**config.mk**
```make
export PLATFORM = sky130hd
export DESIGN_NAME = screen_sequencer
export DESIGN_NICKNAME = d
export VERILOG_FILES = /design/src/rtl/screen_sequencer_pkg.sv /design/src/rtl/screen_sequencer_powerup.sv /design/src/rtl/screen_sequencer.sv
export SDC_FILE = /design/constraint.sdc
export NUM_CORES = 1
export LEC_CHECK = 0
export ABC_AREA = 1
export CORE_MARGIN = 2
export CORE_UTILIZATION = 60
export CTS_CLUSTER_DIAMETER = 150
export DETAILED_ROUTE_END_ITERATION = 8
export PLACE_DENSITY = 0.83
export REMOVE_ABC_BUFFERS = 1
export SLEW_MARGIN = 0
export SYNTH_ARGS = -nofsm -noshare
export SYNTH_HDL_FRONTEND = slang
export SYNTH_SLANG_ARGS = --single-unit
```
**constraint.sdc**
```tcl
create_clock -name iVGA_CLK -period 2.79 [get_ports iVGA_CLK]
set_input_delay 0.558 -clock iVGA_CLK [delete_from_list [all_inputs] [get_ports iVGA_CLK]]
set_output_delay 0.558 -clock iVGA_CLK [all_outputs]
set_load 0.05 [all_outputs]
```
**src/rtl/screen_sequencer_pkg.sv**
```systemverilog
// screen_sequencer_pkg: shared screen/powerup encodings and limits for the game-flow sequencer
package screen_sequencer_pkg;
  typedef enum logic [2:0] {LOGO, READY, PLAY, TIMES_UP, LEADERBOARD} state_t;
  typedef enum logic [1:0] {PU_SNITCH, PU_TURNER, PU_LIGHTNING, PU_BROOM} pu_t;
  localparam int MAX_TIME = 99;
endpackage

```
**src/rtl/screen_sequencer_powerup.sv**
```systemverilog
// screen_sequencer_powerup: activates one powerup per period on a fixed rotation, cleared by collect or hold timeout
module screen_sequencer_powerup
  import screen_sequencer_pkg::*;
#(
  parameter int PU_PERIOD_S = 10,
  parameter int PU_HOLD_S   = 5
) (
  input  logic iVGA_CLK,
  input  logic iRST_n,
  input  logic sec_tick,
  input  logic playing,
  input  logic pu_collect,
  output logic snitch_powerup,
  output logic time_turner_powerup,
  output logic lightning_powerup,
  output logic broom_powerup
);
  pu_t        idx, idx_n;
  logic [3:0] pu_sec, pu_sec_n, hold, hold_n, flags, flags_n;
  logic       active;
  assign active = |flags;
  // playing is the sequencer's next-cycle view, so flags drop on the same edge gameplay ends
  always_comb begin
    idx_n    = idx;
    pu_sec_n = pu_sec;
    hold_n   = hold;
    flags_n  = flags;
    if (!playing) begin
      idx_n    = PU_SNITCH;
      pu_sec_n = '0;
      hold_n   = '0;
      flags_n  = '0;
    end else begin
      if (sec_tick && active) hold_n = hold + 4'd1;
      if (active && (pu_collect || (sec_tick && hold == 4'(PU_HOLD_S - 1)))) flags_n = '0;
      if (sec_tick) begin
        pu_sec_n = pu_sec + 4'd1;
        if (pu_sec == 4'(PU_PERIOD_S - 1)) begin
          pu_sec_n = '0;
          hold_n   = '0;
          flags_n  = 4'b0001 << idx;
          idx_n    = pu_t'(idx + 2'd1);
        end
      end
    end
  end
  always_ff @(posedge iVGA_CLK or negedge iRST_n) begin
    if (!iRST_n) begin
      idx    <= PU_SNITCH;
      pu_sec <= '0;
      hold   <= '0;
      flags  <= '0;
    end else begin
      idx    <= idx_n;
      pu_sec <= pu_sec_n;
      hold   <= hold_n;
      flags  <= flags_n;
    end
  end
  assign snitch_powerup      = flags[0];
  assign time_turner_powerup = flags[1];
  assign lightning_powerup   = flags[2];
  assign broom_powerup       = flags[3];
endmodule

```
**src/rtl/screen_sequencer.sv**
```systemverilog
// screen_sequencer: frame-counted game flow (logo, ready, play, times-up, leaderboard) with countdown and powerups
module screen_sequencer
  import screen_sequencer_pkg::*;
#(
  parameter int FPS             = 60,
  parameter int LOGO_MIN_FRAMES = 60,
  parameter int READY_FRAMES    = 180,
  parameter int GAME_SECONDS    = 60,
  parameter int TIMESUP_FRAMES  = 120,
  parameter int PU_PERIOD_S     = 10,
  parameter int PU_HOLD_S       = 5,
  parameter int TURNER_BONUS_S  = 10
) (
  input  logic       iVGA_CLK,
  input  logic       iRST_n,
  input  logic       vs_n,
  input  logic       start,
  input  logic       abort,
  input  logic       pu_collect,
  output logic       logo,
  output logic       get_ready,
  output logic       playing,
  output logic       times_up,
  output logic       leaderboard,
  output logic       snitch_powerup,
  output logic       time_turner_powerup,
  output logic       lightning_powerup,
  output logic       broom_powerup,
  output logic [6:0] time_left,
  output logic       frame_tick
);
  state_t     state, state_n;
  logic [7:0] fcnt, fcnt_n, bonus_sum;
  logic [6:0] sec_frames, sec_frames_n, time_left_n;
  logic       vs_prev, start_prev, start_edge, sec_tick, turner_hit, play_n;
  assign start_edge = start & ~start_prev;
  assign sec_tick   = (state == PLAY) & frame_tick & (sec_frames == 7'(FPS - 1));
  assign turner_hit = pu_collect & time_turner_powerup;
  assign bonus_sum  = {1'b0, time_left} + 8'(TURNER_BONUS_S) - {7'd0, sec_tick};
  assign play_n     = state_n == PLAY;
  always_comb begin
    state_n      = state;
    fcnt_n       = fcnt;
    sec_frames_n = sec_frames;
    time_left_n  = time_left;
    if (abort) begin
      state_n      = LOGO;
      fcnt_n       = '0;
      sec_frames_n = '0;
      time_left_n  = 7'(GAME_SECONDS);
    end else begin
      case (state)
        LOGO: begin
          if (start_edge && fcnt == 8'(LOGO_MIN_FRAMES)) begin
            state_n = READY;
            fcnt_n  = '0;
          end else if (frame_tick && fcnt != 8'(LOGO_MIN_FRAMES)) fcnt_n = fcnt + 8'd1;
        end
        READY: begin
          if (frame_tick) begin
            fcnt_n = fcnt + 8'd1;
            if (fcnt == 8'(READY_FRAMES - 1)) begin
              state_n      = PLAY;
              fcnt_n       = '0;
              sec_frames_n = '0;
              time_left_n  = 7'(GAME_SECONDS);
            end
          end
        end
        PLAY: begin
          if (frame_tick) sec_frames_n = sec_tick ? '0 : sec_frames + 7'd1;
          // a turner collect absorbs a coincident second, so it can never expire the game
          if (turner_hit) time_left_n = bonus_sum > 8'(MAX_TIME) ? 7'(MAX_TIME) : bonus_sum[6:0];
          else if (sec_tick) begin
            time_left_n = time_left - 7'd1;
            if (time_left == 7'd1) begin
              state_n = TIMES_UP;
              fcnt_n  = '0;
            end
          end
        end
        TIMES_UP: begin
          if (frame_tick) begin
            fcnt_n = fcnt + 8'd1;
            if (fcnt == 8'(TIMESUP_FRAMES - 1)) begin
              state_n = LEADERBOARD;
              fcnt_n  = '0;
            end
          end
        end
        LEADERBOARD: begin
          if (start_edge) begin
            state_n = LOGO;
            fcnt_n  = '0;
          end
        end
        default: state_n = LOGO;
      endcase
    end
  end
  always_ff @(posedge iVGA_CLK or negedge iRST_n) begin
    if (!iRST_n) begin
      state       <= LOGO;
      fcnt        <= '0;
      sec_frames  <= '0;
      time_left   <= 7'(GAME_SECONDS);
      vs_prev     <= 1'b0;
      start_prev  <= 1'b0;
      frame_tick  <= 1'b0;
      logo        <= 1'b1;
      get_ready   <= 1'b0;
      playing     <= 1'b0;
      times_up    <= 1'b0;
      leaderboard <= 1'b0;
    end else begin
      state       <= state_n;
      fcnt        <= fcnt_n;
      sec_frames  <= sec_frames_n;
      time_left   <= time_left_n;
      vs_prev     <= vs_n;
      start_prev  <= start;
      frame_tick  <= ~abort & vs_prev & ~vs_n;
      logo        <= state_n == LOGO;
      get_ready   <= state_n == READY;
      playing     <= state_n == PLAY;
      times_up    <= state_n == TIMES_UP;
      leaderboard <= state_n == LEADERBOARD;
    end
  end
  screen_sequencer_powerup #(
    .PU_PERIOD_S(PU_PERIOD_S),
    .PU_HOLD_S  (PU_HOLD_S)
  ) u_powerup (
    .iVGA_CLK           (iVGA_CLK),
    .iRST_n             (iRST_n),
    .sec_tick           (sec_tick),
    .playing            (play_n),
    .pu_collect         (pu_collect),
    .snitch_powerup     (snitch_powerup),
    .time_turner_powerup(time_turner_powerup),
    .lightning_powerup  (lightning_powerup),
    .broom_powerup      (broom_powerup)
  );
endmodule
```
# Word level (Yosys, flattened, before mapping)
# Index checks and enable logic that the tools add are counted.
[totals] ff_bits=47 output_inout_bits=17 input_bits=6 elab_cells=128
[classes] muxes=50 bitwise_logic=9 order_cmp=1 shift=1 add_sub_neg=8 reduce_logical=15 n_eq_ne=28
[ops] op="$mux W8" count=11
[ops] op="$mux W7" count=11
[ops] op="$mux W4" count=11
[ops] op="$pmux W8 S5" count=1
[ops] op="$mux W3" count=10
[ops] op="$pmux W7 S2" count=2
[ops] op="$ne A3 B3 Y1 const B" count=7
[ops] op="$pmux W3 S5" count=1
[ops] op="$eq A3 B2 Y1 const B" count=4
[ops] op="$add A4 B1 Y4 const B" count=2
[ops] op="$add A7 B4 Y8 const B" count=1
[ops] op="$add A8 B1 Y8 const B" count=1
[ops] op="$eq A8 B6 Y1 const B" count=1
[ops] op="$eq A8 B7 Y1 const B" count=1
[ops] op="$eq A8 B8 Y1 const B" count=1
[ops] op="$gt A8 B7 Y1 const B" count=1
[ops] op="$ne A4 B4 Y1 const B" count=2
[ops] op="$ne A8 B6 Y1 const B" count=1
[ops] op="$reduce_and A4 Y1" count=2
[ops] op="$reduce_and A8 Y1" count=1
[ops] op="$sub A8 B1 Y8" count=1
[ops] op="$add A7 B1 Y7 const B" count=1
[ops] op="$eq A7 B1 Y1 const B" count=1
[ops] op="$eq A7 B6 Y1 const B" count=1
[ops] op="other kinds (19)" count=36

# Depth between registers and ports, before layout
[depth] ltp_word=10 depth_mapped=20 mapped_depth_nobuf=20

# Modules after synthesis
# Synthesis repeated with hierarchy kept, for this count alone.
[unflattened] cells_unflattened=475 hier_area_um2=3478.3
[modules_own_cells] module="screen_sequencer" n_inst=1 seq_area_each_um2=832.0 cells_each=376 area_per_inst_um2=2631.3
[modules_own_cells] module="screen_sequencer_powerup" n_inst=1 seq_area_each_um2=350.3 cells_each=99 area_per_inst_um2=847.1

# Worst setup path before layout
# OpenSTA, ideal clock, no wires.
[synth_timing] path_kind="register to register" from="register frame_tick" to="register time_left[6]" required_ps=2662 stages_incl_launch_ff=20 setup_time_ps=128 setup_slack_ps=184 synth_period_minus_slack_ps=2606 n_path_buf=1 arrival_time_ps=2479 cell_sequence="dfrtp_1 -> buf_2 -> inv_1 -> nor2_2 -> nand2_2 -> inv_2 -> ha_1 -> inv_1 -> ha_1 -> inv_1 -> ha_1 -> inv_1 -> nand2_1 -> nor3_1 -> nor2_1 -> nand2_1 -> nand2_1 -> nand3b_1 -> nand2_1 -> o21ai_0"
[synth_via] elab_chain_len=8 word_cells_on_any_way=11 classes_between="1 x add/sub; 1 x order compare; 2 x eq/ne; 4 x mux; 2 x bitwise; 1 x reduce/logical"
[synth_lines] element="from (decl)" line="screen_sequencer.sv:30" source="output logic frame_tick"
[synth_lines] element="from (signal assigned)" line="screen_sequencer.sv:122" source="frame_tick <= ~abort & vs_prev & ~vs_n;"
[synth_lines] element="$and A1 B1 Y1 (2 in series)" line="screen_sequencer.sv:37" source="assign sec_tick = (state == PLAY) & frame_tick & (sec_frames == 7'(FPS - 1));"
[synth_lines] element="$sub A8 B1 Y8" line="screen_sequencer.sv:39" source="assign bonus_sum = {1'b0, time_left} + 8'(TURNER_BONUS_S) - {7'd0, sec_tick};"
[synth_lines] element="$gt A8 B7 Y1" line="screen_sequencer.sv:73" source="if (turner_hit) time_left_n = bonus_sum > 8'(MAX_TIME) ? 7'(MAX_TIME) : bonus_sum[6:0];"
[synth_lines] element="$mux W7 (2 in series)" line="screen_sequencer.sv:73"
[synth_lines] element="$pmux W7 S2" line="screen_sequencer.sv:52" source="case (state)"
[synth_lines] element="$mux W7" line="screen_sequencer.sv:46" source="if (abort) begin"
[synth_lines] element="to (signal assigned)" line="screen_sequencer.sv:106" source="time_left <= 7'(GAME_SECONDS);"
[synth_lines] element="to (signal assigned)" line="screen_sequencer.sv:119" source="time_left <= time_left_n;"
[synth_lines] element="to (decl)" line="screen_sequencer.sv:29" source="output logic [6:0] time_left,"
# Parallel ways exist; a longest one is shown, timed or not.
# A chain may end at the register's enable or synchronous reset.

# Worst setup path in the final report
[layout_timing] from="register sec_frames[0]" to="register time_left[6]"
[layout_via] elab_chain_len=8 word_cells_on_any_way=10 classes_between="1 x add/sub; 1 x order compare; 2 x eq/ne; 4 x mux; 1 x bitwise; 1 x reduce/logical"
[layout_lines] element="from (decl)" line="screen_sequencer.sv:34" source="logic [6:0] sec_frames, sec_frames_n, time_left_n;"
[layout_lines] element="from (signal assigned)" line="screen_sequencer.sv:118" source="sec_frames <= sec_frames_n;"
[layout_lines] element="$eq A7 B6 Y1 (*)" line="screen_sequencer.sv:37"
[layout_lines] element="$and A1 B1 Y1 (*)" line="screen_sequencer.sv:37"
[layout_lines] element="$sub A8 B1 Y8" line="screen_sequencer.sv:39"
[layout_lines] element="$gt A8 B7 Y1" line="screen_sequencer.sv:73"
[layout_lines] element="$mux W7 (2 in series)" line="screen_sequencer.sv:73"
[layout_lines] element="$pmux W7 S2" line="screen_sequencer.sv:52"
[layout_lines] element="$mux W7" line="screen_sequencer.sv:46"
# Mark *: on every way between the ends. The rest lies on a longest branch, timed or not.

==> flow_summary_export.csv <==
group,metric,value,unit
setup_path,crit_required,3.00,ns
clocking,cts.sinks,47,
sta,rsz0062_at_grt,"no",
yosys,syn_area,3447,um2
setup_path,critPathKind,"flip-flop to flip-flop",
floorplanning,die_h,79.80,um
yosys,yosys.area.top_type,"dfrtp_1",
floorplanning,rows,27,
setup_path,r2r-start,"sec_frames[0]",
clocking,clk_pin_slew_worst_paths,0.10,ns
clocking,cts_buffer_depth,2,
yosys,ys_warn_count,0,
yosys,ys_ff_latch,47,
global_route,antenna_found_initial,0,
clocking,postCtsSetupBuffers,0,
setup_path,cpPeakStageDelay,0.42,ns
power_and_ir_drop,clkPwrFrac,41.1,%
route,ant_nets,0,
clocking,clock-root-buffer,"clkbuf_8",
sta,fmax,394.9,MHz
floorplanning,die_w,79.80,um
yosys,synth_top_area_share,30.49,%
yosys,synthCells,482,
route,remaining_drc_errors,0,
min_path,hold_class,"input port to async pin",
setup_path,critPathTopFamily,"simple AND/OR/NAND/NOR gates",
final_layout,drive_gt1_share,11.70,%
global_route,grt_pass1_wl,13050,um
floorplanning,die_area,6367,um2
power_and_ir_drop,power_frac_seq,52.5,%
clocking,tritoncts,"built",
setup_path,path_max_fanout,7,
global_route,grt_pass1_vias,3017,
yosys,synth-edff-count,0,
sta,finalHoldViolCount,0,
yosys,post_synth.cell_area_avg,7.152,um2
yosys,yosysSeqAreaShare,34.30,%
setup_path,rr_endpoint,"time_left[6]",
setup_path,start_kind,"flip-flop",
setup_path,cp_common_cell,"ha_1",
setup_path,slowest_stage,"dfrtp_1",
route,first_pass_iters,4,
sta,tightest_slew,0.5886,ns
setup_path,crit_arrival,2.74,ns
global_route,gr-total-overflow,0,
sta,relSlewSlack,60.76,%
power_and_ir_drop,p_leak,1.880,nW
route,post_drt_wl_per_cell,12.68,um
yosys,synthTopCellsByArea,"dfrtp_1 (30%), nand2_1 (12%), ha_1 (9.8%)",
placed_design,place_congestion,0.9199,
power_and_ir_drop,p_int,1.014,mW
placed_design,dp_hpwl,5651,um
sta,clock_skew,0.01177,ns
global_route,grt_max_degree,48,
power_and_ir_drop,powerDensity,343.2,nW/um2
setup_path,r2r_slack,0.26,ns
setup_path,ff2ff_path_depth,18,
setup_path,crit_chain,"ha_1, nand3_1, nor2_2, nand2_2, inv_2, ha_1, inv_1, ha_1, inv_1, ha_1, inv_1, nand2_1, nor3_1, o21ai_0, nand2_1, nand3b_1, nand2_1, o21ai_0",
sta,setup_viol,0,
power_and_ir_drop,p_sw_share,24.01,%
clocking,cts_hold_buf,0,
route,vias_per_cell,5.409,
final_layout,fill_cells,470,
sta,fin_crit_sh,90.76,%
power_and_ir_drop,switchingPower,320.3,uW
sta,final.min_clock_period,2.532,ns
global_route,grt_use_total,25.58,%
sta,finalMaxSlewViolations,0,
clocking,htree_levels,2,
final_layout,final_nets,545,
run,cap_violations,0,
final_layout,final_util,70.14,%
yosys,ys.flop_type,"dfrtp_1",
setup_path,worstSetupEndpointType,"flip-flop",
route,dr_total_vias,3164,
final_layout,antenna_cells,0,
placed_design,io_buffers,22,
route,wl,7415,um
floorplanning,io_pins,23,
floorplanning,coreArea,5540,um2
final_layout,syn_to_final_growth,12.74,%
clocking,cts-resized-gates,0,
setup_path,cp_num_buf_inv,4,
clocking,insertion_delay,0.32,ns
power_and_ir_drop,combPwrFrac,6.4,%
status,outcome,"completed",
sta,setup_tns,0,ns
yosys,synth.distinct_cells,35,
yosys,synth_common_cells,"nand2_1 (111), inv_1 (62), nor2_1 (55)",
clocking,cts_buffers,5,
power_and_ir_drop,ir_drop,0.3220,mV
route,drt_iter0_drc,161,
floorplanning,initial_core_util,62.22,%
yosys,synthArstFlopShare,100.0,%
yosys,yosysMostFrequentCell,"nand2_1",
sequential cells by signal, summed over array words and instances (netlist names):
signal,cells
fcnt,8
sec_frames,7
time_left,7
u_powerup.flags,4
u_powerup.hold,4
u_powerup.pu_sec,4
state,3
u_powerup.idx,2
frame_tick,1
get_ready,1
leaderboard,1
logo,1
playing,1
start_prev,1
times_up,1
vs_prev,1
stage by stage:
stage / setup WS [ns] / cells / power (mW) / area (um2) / hold slack [ns]
3_5_place_dp: 0.2586 / 577 / 0.7994 / 3762 / 0.4801
2_1_floorplan: 0.09375 / 475 / 0.7586 / 3397 / 0.2624
6_report: 0.2579 / 585 / 1.334 / 3886 / 0.3128
3_3_place_gp: 0.3583 / 577 / 0.7965 / 3762 / 0.4554
5_1_grt: 0.01965 / 585 / 1.380 / 3886 / 0.3875
4_1_cts: 0.2497 / 585 / 1.345 / 3884 / 0.3456
worst max path at each step:
stage,from,end,cells after the start
after detailed placement,sec_frames[0],time_left[6],18
after global routing,sec_frames[0],time_left[2],17
after floorplan,frame_tick,time_left[6],18
after CTS,sec_frames[0],time_left[6],18
final,sec_frames[0],time_left[6],18
after global placement,sec_frames[0],time_left[6],18
power by group through the flow:
stage	logic, mW	clock network [mW]	registers (mW)
global route	0.0977	0.581	0.701
detailed placement	0.0864	0	0.713
floorplan	0.0447	0	0.714
global placement	0.0842	0	0.712
finish	0.0852	0.548	0.700
CTS	0.0866	0.558	0.700
logic make-up (layout without fill, tap and decap cells):
logic type	Yosys count	count (layout)	share of synthesized area [%]
and+or+nand+nor	262	262	34.27
buffers and inverters	80	111	9.401
DFF	47	47	34.30
xor gates and xnor gates	8	8	2.033
adders and majority gates	27	27	9.800
AOI/OAI and AO/OA	58	58	10.20
placed cells by master, fill, tap and decap left out, drive strengths merged, types with 3 or more instances in the layout:
master / synthesis / layout
nor2: 62 / 62
dfstp: 5 / 5
buf: 5 / 9
dfrtp: 42 / 42
nand2: 117 / 117
o21a: 3 / 3
xor2: 7 / 7
clkdlybuf4s50: 0 / 21
nand4: 25 / 25
clkbuf: 2 / 6
inv: 73 / 74
o21ai: 31 / 31
a21oi: 21 / 21
nand3: 49 / 49
ha: 27 / 27
nor3: 6 / 6
cell type report:
cell class	instances	area (um2)	share of cell area [%]
Clock buffer	6	82.58	2.125
Timing Repair Buffer	30	275.3	7.083
Clock inverter	2	38.79	0.9981
Tap cell	72	90.09	2.318
Sequential cell	47	1182	30.42
Multi-Input combinational cell	355	1943	50.00
Inverter	73	274.0	7.051
per-layer routing:
layer  track usage, %  part of all wire, %  vias to the layer above  wire, um
li1                 -                    -                     1613         -
met1            33.65                   46                     1462      3400
met2            42.77                   49                       76      3638
met3            3.281                  3.4                       13       253
met4            10.34                  1.6                        0       122
met5                0                    0                        -         0
worst reg2reg max path, delay by kind of cell, from the launching register on:
kind	cells	cell delay [ns]
AO/OA/AOI/OAI	2	0.17
adder cells (fa/ha/maj)	4	0.77
buffers and inverters	4	0.20
flip-flops	1	0.42
AND/OR/NAND/NOR	8	0.88
Power figures use the tool's default switching activity.
